$ cat config.mk
export PLATFORM = sky130hd
export DESIGN_NAME = pulse_train_decoder
export DESIGN_NICKNAME = d
export VERILOG_FILES = /design/src/rtl/pulse_train_decoder.sv
export SDC_FILE = /design/constraint.sdc
export NUM_CORES = 1
export LEC_CHECK = 0
export BUFFER_PORTS_ARGS = -buffer_cell sky130_fd_sc_hd__buf_2
export CAP_MARGIN = 15
export CORE_MARGIN = 4
export CORE_UTILIZATION = 55
export CTS_BUF_LIST = sky130_fd_sc_hd__clkbuf_4 sky130_fd_sc_hd__clkbuf_8
export DETAILED_ROUTE_END_ITERATION = 8
export PLACE_DENSITY = 0.82
export SETUP_SLACK_MARGIN = 0.05
export SYNTH_ARGS = -nofsm -noshare
export SYNTH_HDL_FRONTEND = slang
export SYNTH_SLANG_ARGS = --single-unit
$ cat constraint.sdc
create_clock -name CLOCK_50 -period 2 [get_ports CLOCK_50]
set_input_delay 0.3 -clock CLOCK_50 [delete_from_list [all_inputs] [get_ports CLOCK_50]]
set_output_delay 0.3 -clock CLOCK_50 [all_outputs]
set_load 0.02 [all_outputs]
$ cat src/rtl/pulse_train_decoder.sv
// ============================================================================
// Module   : pulse_train_decoder
// Purpose  : Samples an asynchronous pulse-train line once per tick, decodes
//            one complete train and reports the pulses in the first set, the
//            number of sets, and error flags for malformed trains.
// Revision : 1.0 - initial release
//
// Ports
//   CLOCK_50       in   system clock, all logic on posedge
//   s_reset        in   synchronous reset, active-high, overrides tick_en
//   tick_en        in   one-cycle sampling strobe at the generator step rate
//   pulse_in       in   asynchronous pulse line (2-flop synchronised here)
//   busy           out  high from first detected pulse until train finalised
//   frame_valid    out  one-cycle strobe when new results are latched
//   pulses_per_set out  pulse count of the first set of the last train
//   num_sets       out  set count of the last train
//   err            out  [0] width error, [1] set mismatch, [2] counter overflow
//
// Build option
//   PULSE_WIDTH_CHECK_EN : when defined, a high run longer than one tick flags
//                          err[0]. When undefined, any high run counts as a
//                          single pulse and err[0] is tied to 0.
// ============================================================================
`default_nettype none

module pulse_train_decoder #(
  parameter int CNT_W       = 4,
  parameter int SET_GAP_MIN = 2,
  parameter int END_GAP     = 4
) (
  input  logic             CLOCK_50,
  input  logic             s_reset,
  input  logic             tick_en,
  input  logic             pulse_in,
  output logic             busy,
  output logic             frame_valid,
  output logic [CNT_W-1:0] pulses_per_set,
  output logic [CNT_W-1:0] num_sets,
  output logic [2:0]       err
);

`ifdef PULSE_WIDTH_CHECK_EN
  localparam bit WIDTH_CHECK = 1'b1;
`else
  localparam bit WIDTH_CHECK = 1'b0;
`endif

  localparam int LR_W = $clog2(END_GAP + 1);
  localparam logic [LR_W-1:0]  END_GAP_L = LR_W'(END_GAP);
  localparam logic [LR_W-1:0]  SET_GAP_L = LR_W'(SET_GAP_MIN);
  localparam logic [CNT_W-1:0] CNT_MAX   = {CNT_W{1'b1}};
  localparam logic [CNT_W-1:0] CNT_ONE   = CNT_W'(1);

  localparam logic [1:0] S_IDLE = 2'd0;
  localparam logic [1:0] S_HIGH = 2'd1;
  localparam logic [1:0] S_LOW  = 2'd2;

  logic [1:0]       state, state_nxt;
  logic             sync1, sync2;
  logic [CNT_W-1:0] pulse_cnt, set_cnt, ref_cnt;
  logic             ref_set;
  logic [LR_W-1:0]  low_run;
  logic [2:0]       err_acc;

  logic             sample;
  logic [LR_W-1:0]  low_run_inc;
  logic [CNT_W-1:0] pulse_inc, set_inc;
  logic [2:0]       close_err;
  logic [2:0]       final_err;

  // Two-flop synchroniser for the asynchronous line.
  always_ff @(posedge CLOCK_50) begin
    if (s_reset) begin
      sync1 <= 1'b0;
      sync2 <= 1'b0;
    end else begin
      sync1 <= pulse_in;
      sync2 <= sync1;
    end
  end

  assign sample = sync2;

  // Saturating increments and the error contribution of closing a set.
  always_comb begin
    low_run_inc = (low_run == END_GAP_L) ? low_run : low_run + 1'b1;
    pulse_inc   = (pulse_cnt == CNT_MAX) ? pulse_cnt : pulse_cnt + 1'b1;
    set_inc     = (set_cnt == CNT_MAX) ? set_cnt : set_cnt + 1'b1;
    close_err   = {(set_cnt == CNT_MAX), (ref_set && (pulse_cnt != ref_cnt)), 1'b0};
    final_err   = err_acc | close_err;
    if (!WIDTH_CHECK) final_err[0] = 1'b0;
  end

  // FSM: state register.
  always_ff @(posedge CLOCK_50) begin
    if (s_reset) state <= S_IDLE;
    else         state <= state_nxt;
  end

  // FSM: next-state logic; moves only on tick_en cycles.
  always_comb begin
    state_nxt = state;
    if (tick_en) begin
      case (state)
        S_IDLE: if (sample) state_nxt = S_HIGH;
        S_HIGH: if (!sample) state_nxt = S_LOW;
        S_LOW: begin
          if (sample)                          state_nxt = S_HIGH;
          else if (low_run_inc == END_GAP_L)   state_nxt = S_IDLE;
        end
        default: state_nxt = S_IDLE;
      endcase
    end
  end

  // FSM: outputs.
  always_comb begin
    busy = (state != S_IDLE);
  end

  // Counters, error accumulation and result registers.
  always_ff @(posedge CLOCK_50) begin
    if (s_reset) begin
      pulse_cnt      <= '0;
      set_cnt        <= '0;
      ref_cnt        <= '0;
      ref_set        <= 1'b0;
      low_run        <= '0;
      err_acc        <= '0;
      frame_valid    <= 1'b0;
      pulses_per_set <= '0;
      num_sets       <= '0;
      err            <= '0;
    end else begin
      frame_valid <= 1'b0;
      if (tick_en) begin
        case (state)
          S_IDLE: begin
            if (sample) begin
              pulse_cnt <= CNT_ONE;
              set_cnt   <= '0;
              ref_cnt   <= '0;
              ref_set   <= 1'b0;
              low_run   <= '0;
              err_acc   <= '0;
            end
          end
          S_HIGH: begin
            if (!sample)          low_run    <= LR_W'(1);
            else if (WIDTH_CHECK) err_acc[0] <= 1'b1;
          end
          S_LOW: begin
            if (!sample) begin
              low_run <= low_run_inc;
              if (low_run_inc == END_GAP_L) begin
                // Finalise: results include the closing of the last set.
                pulses_per_set <= ref_set ? ref_cnt : pulse_cnt;
                num_sets       <= set_inc;
                err            <= final_err;
                frame_valid    <= 1'b1;
              end
            end else if (low_run < SET_GAP_L) begin
              pulse_cnt <= pulse_inc;
              if (pulse_cnt == CNT_MAX) err_acc[2] <= 1'b1;
            end else begin
              // Gap long enough to close the set; this pulse opens the next.
              if (!ref_set) begin
                ref_cnt <= pulse_cnt;
                ref_set <= 1'b1;
              end
              set_cnt   <= set_inc;
              err_acc   <= err_acc | close_err;
              pulse_cnt <= CNT_ONE;
            end
          end
          default: ;
        endcase
      end
    end
  end

endmodule

`default_nettype wire

# Word-level counts from Yosys, hierarchy flattened
# Index checks and enable logic that the tools add are counted.
[word_totals]
regBits = 34
inputBits = 4
out_inout_bits = 13
wordCells = 83
[op_classes]
n_addsub = 3
order_cmp = 1
eq_ne = 15
mux = 34
n_bitwise = 4
n_reduce_logical = 12
[ops]
columns = ["cell", "n"]
rows = [
  ["4-bit 2-to-1 mux", 11],
  ["4-bit case mux with 2 select lines", 3],
  ["5-bit AND reduction", 4],
  ["3-bit 2-to-1 mux", 5],
  ["2-bit 2-to-1 mux", 5],
  ["2-bit != test, second input constant", 5],
  ["3-bit != test, second input constant", 3],
  ["3-bit case mux with 3 select lines", 1],
  ["4-bit by 1-bit adder with 4-bit output, second input constant", 2],
  ["4-bit equality test, second input constant", 2],
  ["4-bit AND reduction", 2],
  ["3-bit equality test, second input constant", 2],
  ["1-bit 2-to-1 mux", 6],
  ["2-bit case mux with 3 select lines", 1],
  ["3-bit case mux with 2 select lines", 1],
  ["4-bit != test", 1],
  ["2-bit nonzero test", 2],
  ["4-bit OR reduction", 1],
  ["3-bit by 1-bit adder with 3-bit output, second input constant", 1],
  ["3-bit by 2-bit less-than comparator with 1-bit output, second input constant", 1],
  ["1-bit inverter", 3],
  ["3-bit bitwise OR", 1],
  ["3-bit nonzero test", 1],
  ["2-bit by 1-bit equality test with 1-bit output, second input constant", 1],
  ["other kinds (4)", 4],
]

# Longest topological paths before layout
[logic_depth]
depth_word = 6
mapped_depth = 7
depth_no_buf = 6

# Worst setup path after synthesis
# No wires, ideal clock.
[synth_path]
path_type = "register to register"
from = "reg low_run[0]"
to = "reg state[0]"
setup_time_ps = 123
t_arrival_ps = 2025
required_ps = 1877
slack_ps = -148
path_stages_with_launch = 7
path_buffers = 0
synth_period_minus_slack_ps = 2148
path_cell_list = "dfxtp_1 -> inv_1 -> ha_1 -> or3b_4 -> a311o_4 -> o21ai_4 -> mux2_1"
[synth_via]
elab_chain_cells = 5
word_cells_on_any_way = 6
classes_between = "1 x add/sub; 3 x eq/ne; 1 x mux; 1 x reduce/logical"
[synth_lines]
columns = ["element", "line_no", "rtl"]
rows = [
  ["from (decl)", "62", "logic [LR_W-1:0] low_run;"],
  ["from (signal assigned)", "154", "low_run <= low_run_inc;"],
  ["3-bit by 1-bit adder with 3-bit output or 3-bit equality test (tied branches)", "86", "low_run_inc = (low_run == END_GAP_L) ? low_run : low_run + 1'b1;"],
  ["3-bit 2-to-1 mux *", "86", ""],
  ["3-bit equality test *", "109", "else if (low_run_inc == END_GAP_L) state_nxt = S_IDLE;"],
  ["3-bit != test (no line) *", "-", ""],
  ["4-bit AND reduction (no line) *", "-", ""],
  ["to (signal assigned)", "97", "else state <= state_nxt;"],
  ["to (decl)", "58", "logic [1:0] state, state_nxt;"],
]
# Mark *: on every way between the ends. The rest lies on a longest branch, timed or not.
# A chain may end at the register's enable or synchronous reset.

# Worst setup path in the final report
[layout_path]
from = "reg low_run[1]"
to = "reg state[0]"
# Same word-level chain as after synthesis.

==> flow_results.xml <==
<?xml version="1.0" encoding="UTF-8"?>
<metrics>
  <group name="yosys">
    <metric name="syn-instance-count" unit="">185</metric>
    <metric name="synth_seq_area_share" unit="">0.3837</metric>
    <metric name="synthesis.yosys.warnings" unit="">0</metric>
    <metric name="dominantRegCellSynth" unit="">dfxtp_1</metric>
    <metric name="synth_async_reset_ratio" unit="">0</metric>
    <metric name="mapped_area" unit="sq mm">0.001722</metric>
    <metric name="avgSynthCellArea" unit="sq um">9.306</metric>
    <metric name="mappedNetlistNets" unit="">197</metric>
    <metric name="post_synth_num_cell_types" unit="">45</metric>
    <metric name="ys_ff_latch" unit="">33</metric>
    <metric name="synth_edf_count" unit="">0</metric>
  </group>
  <group name="placed_design">
    <metric name="dp_hpwl" unit="microns">2699</metric>
    <metric name="place_ws" unit="ns">-0.003856</metric>
    <metric name="gp_congestion" unit="">0.8047</metric>
    <metric name="placement.io_buffers" unit="">15</metric>
  </group>
  <group name="worst_hold_path">
    <metric name="min_to" unit="">sync1$_SDFF_PP0_</metric>
    <metric name="min_path_cells" unit="">2</metric>
    <metric name="worst_hold_path_type" unit="">primary input to flip-flop</metric>
    <metric name="worst_hold_startpoint" unit="">pulse_in</metric>
  </group>
  <group name="setup_path">
    <metric name="worst-endpoint-arrival" unit="ns">2.24</metric>
    <metric name="cp_class" unit="">flip-flop to flip-flop</metric>
    <metric name="critPathLaunchType" unit="">flip-flop</metric>
    <metric name="critical_path.cell_chain" unit="">inv_2 -&gt; ha_4 -&gt; or3b_4 -&gt; a311o_4 -&gt; o21ai_4 -&gt; mux2_4</metric>
    <metric name="rr_worst_depth" unit="">6</metric>
    <metric name="regToRegStartpoint" unit="">low_run[1]$_SDFFE_PP0P_</metric>
    <metric name="critical-path-slowest-cell" unit="">a311o_4</metric>
    <metric name="reg2reg_slack" unit="ns">-0.003</metric>
    <metric name="worstSetupEndpointType" unit="">flip-flop</metric>
    <metric name="timing.critical_path.required" unit="ns">2.24</metric>
    <metric name="timing.rr.end" unit="">state[0]$_SDFFE_PP0P_</metric>
    <metric name="worst_path_largest_cell_delay" unit="ns">0.42</metric>
    <metric name="cp_max_fo" unit="">5</metric>
  </group>
  <group name="cells_and_area">
    <metric name="drive_above_1_share" unit="">0.2559</metric>
    <metric name="final_common_cell" unit="">dfxtp_1</metric>
    <metric name="nets" unit="">222</metric>
    <metric name="layout_area_overhead" unit="%">18.17</metric>
    <metric name="final_cell_mix" unit="">31 x dfxtp_1, 21 x a21oi_1, 15 x buf_2, 13 x buf_4</metric>
    <metric name="inserted_diodes" unit="">0</metric>
  </group>
  <group name="pwr">
    <metric name="cellPowerDensity" unit="mW/mm^2">633.0</metric>
    <metric name="p_seq_frac" unit="">0.517</metric>
    <metric name="combPwrFrac" unit="">0.065</metric>
    <metric name="power.ir.vdd_worst" unit="mV">0.4166</metric>
    <metric name="report.power.total" unit="uW">1288</metric>
    <metric name="cell_leakage_power" unit="uW">0.0007703</metric>
    <metric name="power.net_switching" unit="uW">282.1</metric>
    <metric name="switching_share" unit="">0.2191</metric>
    <metric name="power.internal" unit="uW">1006</metric>
    <metric name="clock_power_share" unit="">0.418</metric>
  </group>
  <group name="drt">
    <metric name="drc" unit="">0</metric>
    <metric name="drt-initial-drc-count" unit="">109</metric>
    <metric name="vias_per_cell" unit="">5.914</metric>
    <metric name="drt_wirelength" unit="microns">3976</metric>
    <metric name="route.antenna.remaining_nets" unit="">0</metric>
    <metric name="num_vias" unit="">1508</metric>
    <metric name="detailedRoute.firstPassIterationCount" unit="">5</metric>
    <metric name="avgRoutedWirePerCell" unit="microns">15.59</metric>
  </group>
  <group name="die">
    <metric name="dieHeight" unit="microns">63.95</metric>
    <metric name="die-area" unit="sq mm">0.004090</metric>
    <metric name="ios" unit="">17</metric>
    <metric name="die_w" unit="microns">63.95</metric>
    <metric name="core.rowCount" unit="">20</metric>
    <metric name="core_area" unit="sq mm">0.003028</metric>
    <metric name="initial_util" unit="">0.5686</metric>
  </group>
  <group name="job">
    <metric name="max-cap-violations" unit="">0</metric>
  </group>
  <group name="cts">
    <metric name="clockBufferDepth" unit="">2</metric>
    <metric name="cts_buffers" unit="">5</metric>
    <metric name="htree_levels" unit="">2</metric>
    <metric name="cts_hold_repair.buffers" unit="">0</metric>
    <metric name="worst_skew_pair.late_latency" unit="ns">0.34</metric>
    <metric name="cts.clk_slew.worst_paths" unit="ns">0.10</metric>
    <metric name="tritoncts" unit="">yes</metric>
    <metric name="cts_num_sinks" unit="">33</metric>
    <metric name="clk_root_buffer_cell" unit="">clkbuf_4</metric>
  </group>
  <group name="global_routing">
    <metric name="grt_start_max_net_pins" unit="">28</metric>
    <metric name="antenna_found_initial" unit="">0</metric>
    <metric name="grt_pass1_wl" unit="microns">6423</metric>
    <metric name="number_of_global_route_vias_before_repair" unit="">1337</metric>
    <metric name="grt.overflow.total" unit="">0</metric>
    <metric name="grt.total_usage" unit="">0.2041</metric>
  </group>
  <group name="timing">
    <metric name="timing.final.crit_share" unit="">1.001</metric>
    <metric name="timing.final.max_slew_violations" unit="">0</metric>
    <metric name="setup_repair_after_global_routing_missed_its_margin" unit="">true</metric>
    <metric name="postLayoutSetupSlackWorst" unit="ns">-0.002613</metric>
    <metric name="timing.final.setup_violations" unit="">1</metric>
    <metric name="max_freq" unit="MHz">499.3</metric>
    <metric name="final_period_minus_worst_setup_slack" unit="ns">2.003</metric>
    <metric name="final_sum_of_negative_setup_slack" unit="ns">-0.002613</metric>
    <metric name="hold_violations" unit="">0</metric>
    <metric name="timing.clock.skew" unit="ns">0.007475</metric>
  </group>
  <group name="outcome">
    <metric name="violated_checks" unit="">setup timing</metric>
    <metric name="run_status" unit="">complete, but fails checks</metric>
  </group>
</metrics>
-- cell families (layout without fill, tap and decap cells) --
| kind of cell | count (synthesis) | count (layout) | synth area share |
|---|---|---|---|
| AOI/OAI and AO/OA | 62 | 62 | 0.2631 |
| xor gates and xnor gates | 7 | 7 | 0.03561 |
| adders and majority gates | 8 | 8 | 0.05814 |
| buffers and inverters | 19 | 45 | 0.04650 |
| DFF | 33 | 33 | 0.3837 |
| muxes | 8 | 8 | 0.04724 |
| other | 1 | 1 | 0.002178 |
| and+or+nand+nor | 47 | 47 | 0.1635 |
-- metrics by stage --
| stage | cells | cell area, sq um | util | hold WS, ns |
|---|---|---|---|---|
| floorplan | 185 | 1733 | - | 0.4138 |
| global placement | 241 | 1869 | 0.6174 | 0.4171 |
| detailed placement | 241 | 1869 | 0.6174 | 0.4288 |
| CTS | 251 | 1976 | 0.6525 | 0.1660 |
| global route | 255 | 2034 | 0.6719 | 0.1584 |
| finish | 255 | 2034 | 0.6719 | 0.1864 |
-- state kept, by name (all words and copies together), names as in the netlist --
| signal | cells |
|---|---|
| err | 2 |
| pulses_per_set | 4 |
| low_run | 3 |
| err_acc | 2 |
| pulse_cnt | 4 |
| num_sets | 4 |
| set_cnt | 4 |
| state | 2 |
| ref_cnt | 4 |
| sample | 1 |
| ref_set | 1 |
| sync1 | 1 |
| frame_valid | 1 |
-- cells in the mapped netlist, drive strengths merged (6+ instances only) --
library cell | count | area [sq um]
o21ai | 6 | 41.29
inv | 9 | 33.78
xnor2 | 6 | 52.55
nand3 | 8 | 40.04
nand2 | 6 | 22.52
a21oi | 22 | 110.1
mux2i | 7 | 70.07
a211oi | 8 | 60.06
nor2 | 8 | 37.54
clkbuf | 6 | 22.52
dfxtp | 33 | 660.6
nand2b | 6 | 37.54
ha | 8 | 100.1
-- what timing repair did --
action / in CTS / in global routing
pin swaps: 1 / 5
resized for setup: 1 / 9
cloned: 0 / 0
setup buffers: 2 / 4
endpoints found under the setup margin: 10 / 7
-- worst max-delay path, delay by kind of cell, from the launching register on --
family | cells | cell delay [ns]
AO/OA/AOI/OAI | 2 | 0.59
AND/OR/NAND/NOR | 1 | 0.40
flip-flops | 1 | 0.39
multiplexers | 1 | 0.31
adder cells (fa/ha/maj) | 1 | 0.16
buffers and inverters | 1 | 0.05
-- area by class of cell --
type	instances	area [sq um]
Tap cell	44	55.05
Fill cell	226	993.5
Clock buffer	7	58.81
Inverter	9	36.28
Sequential cell	33	668.1
Timing Repair Buffer	28	172.7
Multi-Input combinational cell	133	1013
Clock inverter	1	30.03
-- how the worst max path moves through the flow --
stage,startpoint,end,slack [ns],cells after the start
final,low_run[1]$_SDFFE_PP0P_,state[0]$_SDFFE_PP0P_,-0.003,6
after floorplan,low_run[0]$_SDFFE_PP0P_,state[0]$_SDFFE_PP0P_,0.06,6
after detailed placement,low_run[1]$_SDFFE_PP0P_,err[2]$_SDFFE_PP0P_,-0.004,6
after global routing,low_run[0]$_SDFFE_PP0P_,state[0]$_SDFFE_PP0P_,-0.05,6
after CTS,low_run[1]$_SDFFE_PP0P_,state[0]$_SDFFE_PP0P_,0.03,6
after global placement,low_run[1]$_SDFFE_PP0P_,state[0]$_SDFFE_PP0P_,0.07,6
-- routing by layer --
metal / vias to the layer above / share of wire / track usage
met3: 11 / 0.051 / 0.05448
li1: 726 / - / -
met4: 0 / 0.026 / 0.1024
met2: 46 / 0.50 / 0.3342
met1: 725 / 0.43 / 0.2443
met5: - / 0 / 0
-- power by group through the flow --
| stage | sequential [uW] | clock [uW] | combinational [uW] |
|---|---|---|---|
| after floorplan | 679 | 0 | 63.2 |
| after global placement | 682 | 0 | 75.2 |
| after detailed placement | 682 | 0 | 78.9 |
| after CTS | 666 | 547 | 80.2 |
| after global routing | 667 | 579 | 91.4 |
| final | 666 | 538 | 84.0 |
Note: power is estimated with default switching activity, not from simulation.
